`config.mk`:
```
export PLATFORM = sky130hd
export DESIGN_NAME = spi_slave_port_flat
export DESIGN_NICKNAME = d
export VERILOG_FILES = /design/src/rtl/spi_slave_port_if.sv /design/src/rtl/spi_slave_port.sv /design/src/flat_wrapper.sv
export SDC_FILE = /design/constraint.sdc
export NUM_CORES = 1
export LEC_CHECK = 0
export ABC_CLOCK_PERIOD_IN_PS = 5400
export BUFFER_PORTS_ARGS = -buffer_cell sky130_fd_sc_hd__buf_4
export CAP_MARGIN = 25
export CORE_UTILIZATION = 55
export DETAILED_ROUTE_END_ITERATION = 8
export GPL_TIMING_DRIVEN = 0
export PLACE_DENSITY = 0.77
export SLEW_MARGIN = 40
export SYNTH_ARGS = -nofsm -noshare
export SYNTH_HDL_FRONTEND = slang
export SYNTH_SLANG_ARGS = --single-unit
```
`constraint.sdc`:
```
create_clock -name PCLK -period 5.4 [get_ports PCLK]
set_clock_uncertainty 0.15 [all_clocks]
set_input_delay 1.08 -clock PCLK [delete_from_list [all_inputs] [get_ports PCLK]]
set_output_delay 1.08 -clock PCLK [all_outputs]
set_load 0.01 [all_outputs]
```
`src/rtl/spi_slave_port_if.sv`:
```
// Bus bundle for spi_slave_port: SPI pins, mode controls and the byte-side handshake.
// With SPI_SLAVE_UNDERRUN_EN defined the bundle also carries tx_underrun.
interface spi_slave_port_if;
  logic       cpol;
  logic       cpha;
  logic       lsbfe;
  logic       sclk;
  logic       ss_n;
  logic       mosi;
  logic [7:0] tx_data;
  logic       tx_load;
  logic       tx_ready;
  logic [7:0] rx_data;
  logic       rx_valid;
  logic       miso;
  logic       miso_oe;
  logic       busy;
`ifdef SPI_SLAVE_UNDERRUN_EN
  logic       tx_underrun;
`endif

  modport slave (
    input  cpol, cpha, lsbfe, sclk, ss_n, mosi, tx_data, tx_load,
    output tx_ready, rx_data, rx_valid, miso, miso_oe, busy
`ifdef SPI_SLAVE_UNDERRUN_EN
    , output tx_underrun
`endif
  );

  modport master (
    output cpol, cpha, lsbfe, sclk, ss_n, mosi, tx_data, tx_load,
    input  tx_ready, rx_data, rx_valid, miso, miso_oe, busy
`ifdef SPI_SLAVE_UNDERRUN_EN
    , input tx_underrun
`endif
  );
endinterface

```
`src/rtl/spi_slave_port.sv`:
```
// SPI responder oversampling SCLK/SS_n/MOSI in the PCLK domain; all four modes, either bit order.
// Optional sticky tx_underrun flag is built when SPI_SLAVE_UNDERRUN_EN is defined.
module spi_slave_port (
  input logic            PCLK,
  input logic            PRESET,
  spi_slave_port_if.slave bus
);

  localparam logic [0:0] IDLE   = 1'b0;
  localparam logic [0:0] ACTIVE = 1'b1;

  logic [2:0] sclk_sync_q;
  logic [2:0] ss_sync_q;
  logic [1:0] mosi_sync_q;

  logic [0:0] state_q, state_d;
  logic [2:0] bit_cnt_q, bit_cnt_d;
  logic [7:0] rx_shift_q, rx_shift_d;
  logic [7:0] rx_data_q, rx_data_d;
  logic       rx_valid_q, rx_valid_d;
  logic [7:0] tx_shift_q, tx_shift_d;
  logic [7:0] tx_hold_q, tx_hold_d;
  logic       hold_full_q, hold_full_d;
`ifdef SPI_SLAVE_UNDERRUN_EN
  logic       underrun_q, underrun_d;
`endif

  logic       sclk_rise, sclk_fall, lead_edge, trail_edge;
  logic       ss_fall, ss_rise, sel_active;
  logic       sample_ev, shift_ev, load_ev;
  logic [7:0] rx_next;

  always_ff @(posedge PCLK) begin
    if (PRESET) begin
      sclk_sync_q <= 3'b000;
      ss_sync_q   <= 3'b111;
      mosi_sync_q <= 2'b00;
    end else begin
      sclk_sync_q <= {sclk_sync_q[1:0], bus.sclk};
      ss_sync_q   <= {ss_sync_q[1:0], bus.ss_n};
      mosi_sync_q <= {mosi_sync_q[0], bus.mosi};
    end
  end

  // Stage 1 is the synchronized level, stage 2 its previous value for edge detection.
  assign sclk_rise  = sclk_sync_q[1] & ~sclk_sync_q[2];
  assign sclk_fall  = ~sclk_sync_q[1] & sclk_sync_q[2];
  assign lead_edge  = bus.cpol ? sclk_fall : sclk_rise;
  assign trail_edge = bus.cpol ? sclk_rise : sclk_fall;
  assign ss_fall    = ~ss_sync_q[1] & ss_sync_q[2];
  assign ss_rise    = ss_sync_q[1] & ~ss_sync_q[2];
  assign sel_active = (state_q == ACTIVE) & ~ss_sync_q[1];
  assign sample_ev  = sel_active & (bus.cpha ? trail_edge : lead_edge);
  assign shift_ev   = sel_active & (bus.cpha ? lead_edge : trail_edge);
  assign load_ev    = ((state_q == IDLE) & ss_fall & ~bus.cpha) |
                      (shift_ev & (bit_cnt_q == 3'd0));

  always_comb begin
    state_d     = state_q;
    bit_cnt_d   = bit_cnt_q;
    rx_shift_d  = rx_shift_q;
    rx_data_d   = rx_data_q;
    rx_valid_d  = 1'b0;
    tx_shift_d  = tx_shift_q;
    tx_hold_d   = tx_hold_q;
    hold_full_d = hold_full_q;
`ifdef SPI_SLAVE_UNDERRUN_EN
    underrun_d  = underrun_q;
`endif
    rx_next     = bus.lsbfe ? {mosi_sync_q[1], rx_shift_q[7:1]}
                            : {rx_shift_q[6:0], mosi_sync_q[1]};

    if ((state_q == IDLE) && ss_fall) begin
      state_d   = ACTIVE;
      bit_cnt_d = 3'd0;
    end else if ((state_q == ACTIVE) && ss_rise) begin
      state_d   = IDLE;
      bit_cnt_d = 3'd0;
    end

    if (sample_ev) begin
      rx_shift_d = rx_next;
      bit_cnt_d  = bit_cnt_q + 3'd1;
      if (bit_cnt_q == 3'd7) begin
        rx_data_d  = rx_next;
        rx_valid_d = 1'b1;
      end
    end

    if (shift_ev && (bit_cnt_q != 3'd0)) begin
      tx_shift_d = bus.lsbfe ? {1'b0, tx_shift_q[7:1]} : {tx_shift_q[6:0], 1'b0};
    end

    if (load_ev) begin
      tx_shift_d  = hold_full_q ? tx_hold_q : 8'h00;
      hold_full_d = 1'b0;
`ifdef SPI_SLAVE_UNDERRUN_EN
      if (!hold_full_q) underrun_d = 1'b1;
`endif
    end

    // A write coinciding with a load refills the register the load just drained.
    if (bus.tx_load) begin
      tx_hold_d   = bus.tx_data;
      hold_full_d = 1'b1;
`ifdef SPI_SLAVE_UNDERRUN_EN
      underrun_d  = 1'b0;
`endif
    end
  end

  always_ff @(posedge PCLK) begin
    if (PRESET) begin
      state_q     <= IDLE;
      bit_cnt_q   <= 3'd0;
      rx_shift_q  <= 8'h00;
      rx_data_q   <= 8'h00;
      rx_valid_q  <= 1'b0;
      tx_shift_q  <= 8'h00;
      tx_hold_q   <= 8'h00;
      hold_full_q <= 1'b0;
`ifdef SPI_SLAVE_UNDERRUN_EN
      underrun_q  <= 1'b0;
`endif
    end else begin
      state_q     <= state_d;
      bit_cnt_q   <= bit_cnt_d;
      rx_shift_q  <= rx_shift_d;
      rx_data_q   <= rx_data_d;
      rx_valid_q  <= rx_valid_d;
      tx_shift_q  <= tx_shift_d;
      tx_hold_q   <= tx_hold_d;
      hold_full_q <= hold_full_d;
`ifdef SPI_SLAVE_UNDERRUN_EN
      underrun_q  <= underrun_d;
`endif
    end
  end

  assign bus.miso     = bus.lsbfe ? tx_shift_q[0] : tx_shift_q[7];
  assign bus.miso_oe  = (state_q == ACTIVE);
  assign bus.busy     = (state_q == ACTIVE);
  assign bus.tx_ready = ~hold_full_q;
  assign bus.rx_data  = rx_data_q;
  assign bus.rx_valid = rx_valid_q;
`ifdef SPI_SLAVE_UNDERRUN_EN
  assign bus.tx_underrun = underrun_q;
`endif

endmodule

```
`src/flat_wrapper.sv`:
```
// flat-port wrapper written by rule: the top's interface ports become plain ports
module spi_slave_port_flat 
  (PCLK, PRESET, bus_cpol, bus_cpha, bus_lsbfe, bus_sclk, bus_ss_n, bus_mosi, bus_tx_data, bus_tx_load, bus_tx_ready, bus_rx_data, bus_rx_valid, bus_miso, bus_miso_oe, bus_busy);
  spi_slave_port_if bus_i ();
  input logic PCLK;
  input logic PRESET;
  input wire logic [$bits(bus_i.cpol)-1:0] bus_cpol;
  input wire logic [$bits(bus_i.cpha)-1:0] bus_cpha;
  input wire logic [$bits(bus_i.lsbfe)-1:0] bus_lsbfe;
  input wire logic [$bits(bus_i.sclk)-1:0] bus_sclk;
  input wire logic [$bits(bus_i.ss_n)-1:0] bus_ss_n;
  input wire logic [$bits(bus_i.mosi)-1:0] bus_mosi;
  input wire logic [$bits(bus_i.tx_data)-1:0] bus_tx_data;
  input wire logic [$bits(bus_i.tx_load)-1:0] bus_tx_load;
  output wire logic [$bits(bus_i.tx_ready)-1:0] bus_tx_ready;
  output wire logic [$bits(bus_i.rx_data)-1:0] bus_rx_data;
  output wire logic [$bits(bus_i.rx_valid)-1:0] bus_rx_valid;
  output wire logic [$bits(bus_i.miso)-1:0] bus_miso;
  output wire logic [$bits(bus_i.miso_oe)-1:0] bus_miso_oe;
  output wire logic [$bits(bus_i.busy)-1:0] bus_busy;
  assign bus_i.cpol = bus_cpol;
  assign bus_i.cpha = bus_cpha;
  assign bus_i.lsbfe = bus_lsbfe;
  assign bus_i.sclk = bus_sclk;
  assign bus_i.ss_n = bus_ss_n;
  assign bus_i.mosi = bus_mosi;
  assign bus_i.tx_data = bus_tx_data;
  assign bus_i.tx_load = bus_tx_load;
  assign bus_tx_ready = bus_i.tx_ready;
  assign bus_rx_data = bus_i.rx_data;
  assign bus_rx_valid = bus_i.rx_valid;
  assign bus_miso = bus_i.miso;
  assign bus_miso_oe = bus_i.miso_oe;
  assign bus_busy = bus_i.busy;
  spi_slave_port u_core (.PCLK(PCLK), .PRESET(PRESET), .bus(bus_i));
endmodule
```
; ---- Yosys cells after proc, flatten, opt, wreduce, memory -nomap -nowiden
; Index checks and enable logic that the tools add are counted.
[totals]
inputBits = 17
wordCells = 61
regBits = 46
output_inout_bits = 13
[classes]
eq_ne = 1
n_bitwise = 19
add_sub_neg = 1
n_reduce_logical = 11
n_mux = 18
[op_table]
columns = cell, count
row1 = $mux 8, 5
row2 = $and 1x1->1, 10
row3 = $mux 1, 10
row4 = $mux 3, 3
row5 = $not 1->1, 8
row6 = $reduce_bool 2->1, 3
row7 = $reduce_bool 3->1, 2
row8 = $add 3x1->3 const B, 1
row9 = $eq 3x3->1 const B, 1
row10 = $logic_and 1x1->1, 3
row11 = $logic_not 3->1, 1
row12 = $reduce_and 2->1, 1
row13 = $reduce_or 2->1, 1
row14 = $or 1x1->1, 1

; ---- Logic depth before layout (Yosys ltp)
[depth]
ltp_word = 9
depth_mapped = 7
mapped_depth_nobuf = 6

; ---- Worst setup path before layout
; No wires, ideal clock.
[synth_path]
path_kind = input -> output
from = input bus_lsbfe
to = output bus_miso
path_stages = 3
setup_slack_ns = 1.976
t_arrival_ns = 2.194
n_path_buf = 2
cell_sequence = clkbuf_1 -> clkbuf_1 -> mux2_1
[synth_between]
elab_chain_cells = 1
[synth_lines]
columns = item, line
row1 = start: declaration, flat_wrapper.sv:9  ; input wire logic [$bits(bus_i.lsbfe)-1:0] bus_lsbfe;
row2 = $mux 1, spi_slave_port.sv:140  ; assign bus.miso = bus.lsbfe ? tx_shift_q[0] : tx_shift_q[7];
row3 = end: declaration, flat_wrapper.sv:18  ; output wire logic [$bits(bus_i.miso)-1:0] bus_miso;
; Every way passes these cells.

; ---- Final worst setup path
; Same ends and word-level chain as after synthesis.

==> impl_metrics.env <==
export IMPL_clk_latency_ns=0.30
export IMPL_die_w_um=65.0
export IMPL_synth_common_cells="dfxtp_1, a21oi_1, mux2i_1"
export IMPL_cts_setup_buffers=0
export IMPL_routed_via_density=5.79
export IMPL_rows=22
export IMPL_drc=0
export IMPL_cts_sinks=46
export IMPL_crit_required_ns=4.17
export IMPL_critPathMostFrequentCell="clkbuf_1"
export IMPL_slew_headroom=0.569
export IMPL_setup_viol=0
export IMPL_wire_per_inst_um=14.9
export IMPL_synth_seq_area_share=0.422
export IMPL_cts_buffers_inserted=5
export IMPL_die_height_um=65.0
export IMPL_syn_area_mm2=0.00218
export IMPL_leakage_uw=0.00103
export IMPL_async_flop_share=0
export IMPL_final_layout_size_suffix_gt1_frac=0.203
export IMPL_final_cells=304
export IMPL_peakVddDrop_mv=0.225
export IMPL_synth_top_area_share=0.422
export IMPL_core_mm2=0.00374
export IMPL_io_pins=30
export IMPL_antenna_found_initial=0
export IMPL_yosys_warnings=0
export IMPL_grt_pass1_wl_um=7640
export IMPL_powerDensity_mw_per_mm2=277
export IMPL_cts_tree="done"
export IMPL_clk_pin_slew_ns=0.08
export IMPL_num_antenna_cells=0
export IMPL_outcome="completed"
export IMPL_cp_max_fo=10
export IMPL_io_buffers=27
export IMPL_grt_ovfl_total=0
export IMPL_fin_area_mm2=0.00259
export IMPL_dp_hpwl_um=3130
export IMPL_dr_pass1_iters=4
export IMPL_max_stage_delay_ns=0.55
export IMPL_clock_fmax_mhz=270
export IMPL_drt_iter0_markers=196
export IMPL_max_slew_worst_pin_slew_ns=0.646
export IMPL_start_util=0.583
export IMPL_startpoint_type="input port"
export IMPL_synth_seq_cells=46
export IMPL_timing_setup_tns_ns=0
export IMPL_path_class="input port to output port"
export IMPL_cts_buffer_depth=2
export IMPL_fill_cells=307
export IMPL_synth_edf_count=0
export IMPL_hold_class="register to register"
export IMPL_dieArea_mm2=0.00422
export IMPL_synth_top_area_cell="dfxtp_1"
export IMPL_dp_slack_ns=1.71
export IMPL_yosys_top_cells_area="dfxtp_1, mux2i_1, mux2_4"
export IMPL_vias=1761
export IMPL_areaGrowthSynthToFinish_pct=19.0
export IMPL_cts_hold_buf=0
export IMPL_synthDistinctLibCells=33
export IMPL_grt_pass1_vias=1606
export IMPL_placed_cell_area_mm2=0.00244
export IMPL_worst_slack_ns=1.70
export IMPL_final_nets=275
export IMPL_root_buffer="clkbuf_8"
export IMPL_drt_wl_total_um=4540
export IMPL_synth_cells=221
export IMPL_arrival_ns=2.47
export IMPL_min_period_ns=3.70
export IMPL_htreeDepth=2
export IMPL_post_cts_resized=0
export IMPL_cp_slowest_cell="clkbuf_1"
export IMPL_ys_flop_type="dfxtp_1"
export IMPL_post_route_period_util=0.685
export IMPL_maxSlewViolCount=0
export IMPL_syn_mean_instance_area_um2=9.87
export IMPL_grt_max_degree=15
export IMPL_worstPathCellList="clkbuf_1 -> clkbuf_1 -> mux2_1 -> buf_4"
export IMPL_dp_cells=296
export IMPL_final_hold_viol_count=0
export IMPL_critPathCaptureType="output port"
export IMPL_yosys_cell_count_top_type="dfxtp_1"
export IMPL_finalWeightedCongestion=0.863
export IMPL_grt_total_usage=0.242
export IMPL_finish_utilization=0.693
export IMPL_maxCapViolations=0
export IMPL_rsz0062_at_grt="false"
export IMPL_synthesis_nets=241
export IMPL_ant_nets=0
-- routing by layer --
layer,wire [µm],global-route usage,share of wire
met5,0,0,0
met4,84,0.0833,0.019
met3,158,0.0634,0.035
met2,2090,0.367,0.46
met1,2200,0.329,0.49
-- power by group --
group          total, µW  internal [µW]  switching, µW
Clock                315            197            118
Combinational       52.1           24.1           28.0
Sequential           351            346           4.60
Total                718            567            150
-- final timing paths --
| check | slack (ns) | depth (start not counted) | startpoint | end |
|---|---|---|---|---|
| setup / recovery | 1.70 | 4 | bus_lsbfe | bus_miso |
| hold / removal | 0.27 | 1 | u_core.ss_sync_q[0]$_SDFF_PP1_ | u_core.ss_sync_q[1]$_SDFF_PP1_ |
| setup reg to reg | 3.23 | 5 | u_core.bus.busy$_SDFFE_PP0P_ | u_core.tx_shift_q[4]$_SDFFE_PP0P_ |
| hold reg to reg | 0.27 | 1 | u_core.ss_sync_q[0]$_SDFF_PP1_ | u_core.ss_sync_q[1]$_SDFF_PP1_ |
-- kinds of logic (layout without fill, tap and decap cells) --
group	count (synthesis)	count (layout)	share of synthesized area
AOI/OAI and AO/OA	60	60	0.184
and+or+nand+nor	51	51	0.138
DFF	46	46	0.422
muxes	35	35	0.184
buffers and inverters	25	60	0.0505
adders and majority gates	3	3	0.0172
xor gates and xnor gates	1	1	0.00402
-- worst max-delay path: cells and delay by family --
kind / cells / cell delay (ns)
buf+inv: 3 / 1.00
mux: 1 / 0.38
-- through the flow --
step	hold slack, ns	total power [µW]
detailed placement	0.244	410
finish	0.265	718
CTS	0.270	721
global placement	0.251	409
global route	0.292	748
floorplan	0.233	390
-- state kept, by name, indices dropped and copies added (netlist names) --
name	cells
u_core.bus.rx_data	8
u_core.rx_shift_q	8
u_core.tx_hold_q	8
u_core.tx_shift_q	8
u_core.bit_cnt_q	3
u_core.sclk_sync_q	3
u_core.ss_sync_q	3
u_core.mosi_sync_q	2
u_core.bus.busy	1
u_core.bus.rx_valid	1
u_core.hold_full_q	1
-- cells in the final DEF (no fill, tap or decap) --
master,Yosys,layout
or2_2,1,1
mux2_4,8,8
nor3b_1,2,2
or2_1,2,2
ha_1,3,3
or4b_1,1,1
nand2b_1,2,2
nor2b_1,18,18
clkbuf_8,0,6
nor4b_4,0,1
bufinv_16,0,2
mux2i_1,19,19
inv_1,4,4
a211oi_1,8,8
nand4_1,1,1
mux2_1,7,7
a221o_1,1,1
buf_6,1,1
nand4b_1,1,1
buf_2,4,4
o311ai_1,1,1
dfxtp_1,46,46
mux2_2,1,1
nor2_1,10,10
a31oi_1,8,8
a311oi_1,8,8
o211ai_1,11,11
a2111oi_1,1,1
buf_4,1,28
or2b_1,2,2
nand3_1,10,10
xor2_1,1,1
clkbuf_1,12,12
a21oi_1,22,22
buf_1,3,3
-- area by class of cell --
| class | count | area [µm²] | share of cell area |
|---|---|---|---|
| Sequential cell | 46 | 921 | 0.355 |
| Clock inverter | 2 | 60.1 | 0.0231 |
| Inverter | 4 | 15.0 | 0.00579 |
| Multi-Input combinational cell | 150 | 1160 | 0.446 |
| Clock buffer | 6 | 82.6 | 0.0318 |
| Tap cell | 48 | 60.1 | 0.0231 |
| Buffer | 21 | 95.1 | 0.0366 |
| Timing Repair Buffer | 27 | 203 | 0.0781 |
No activity file was read; power rests on OpenSTA's default activity.
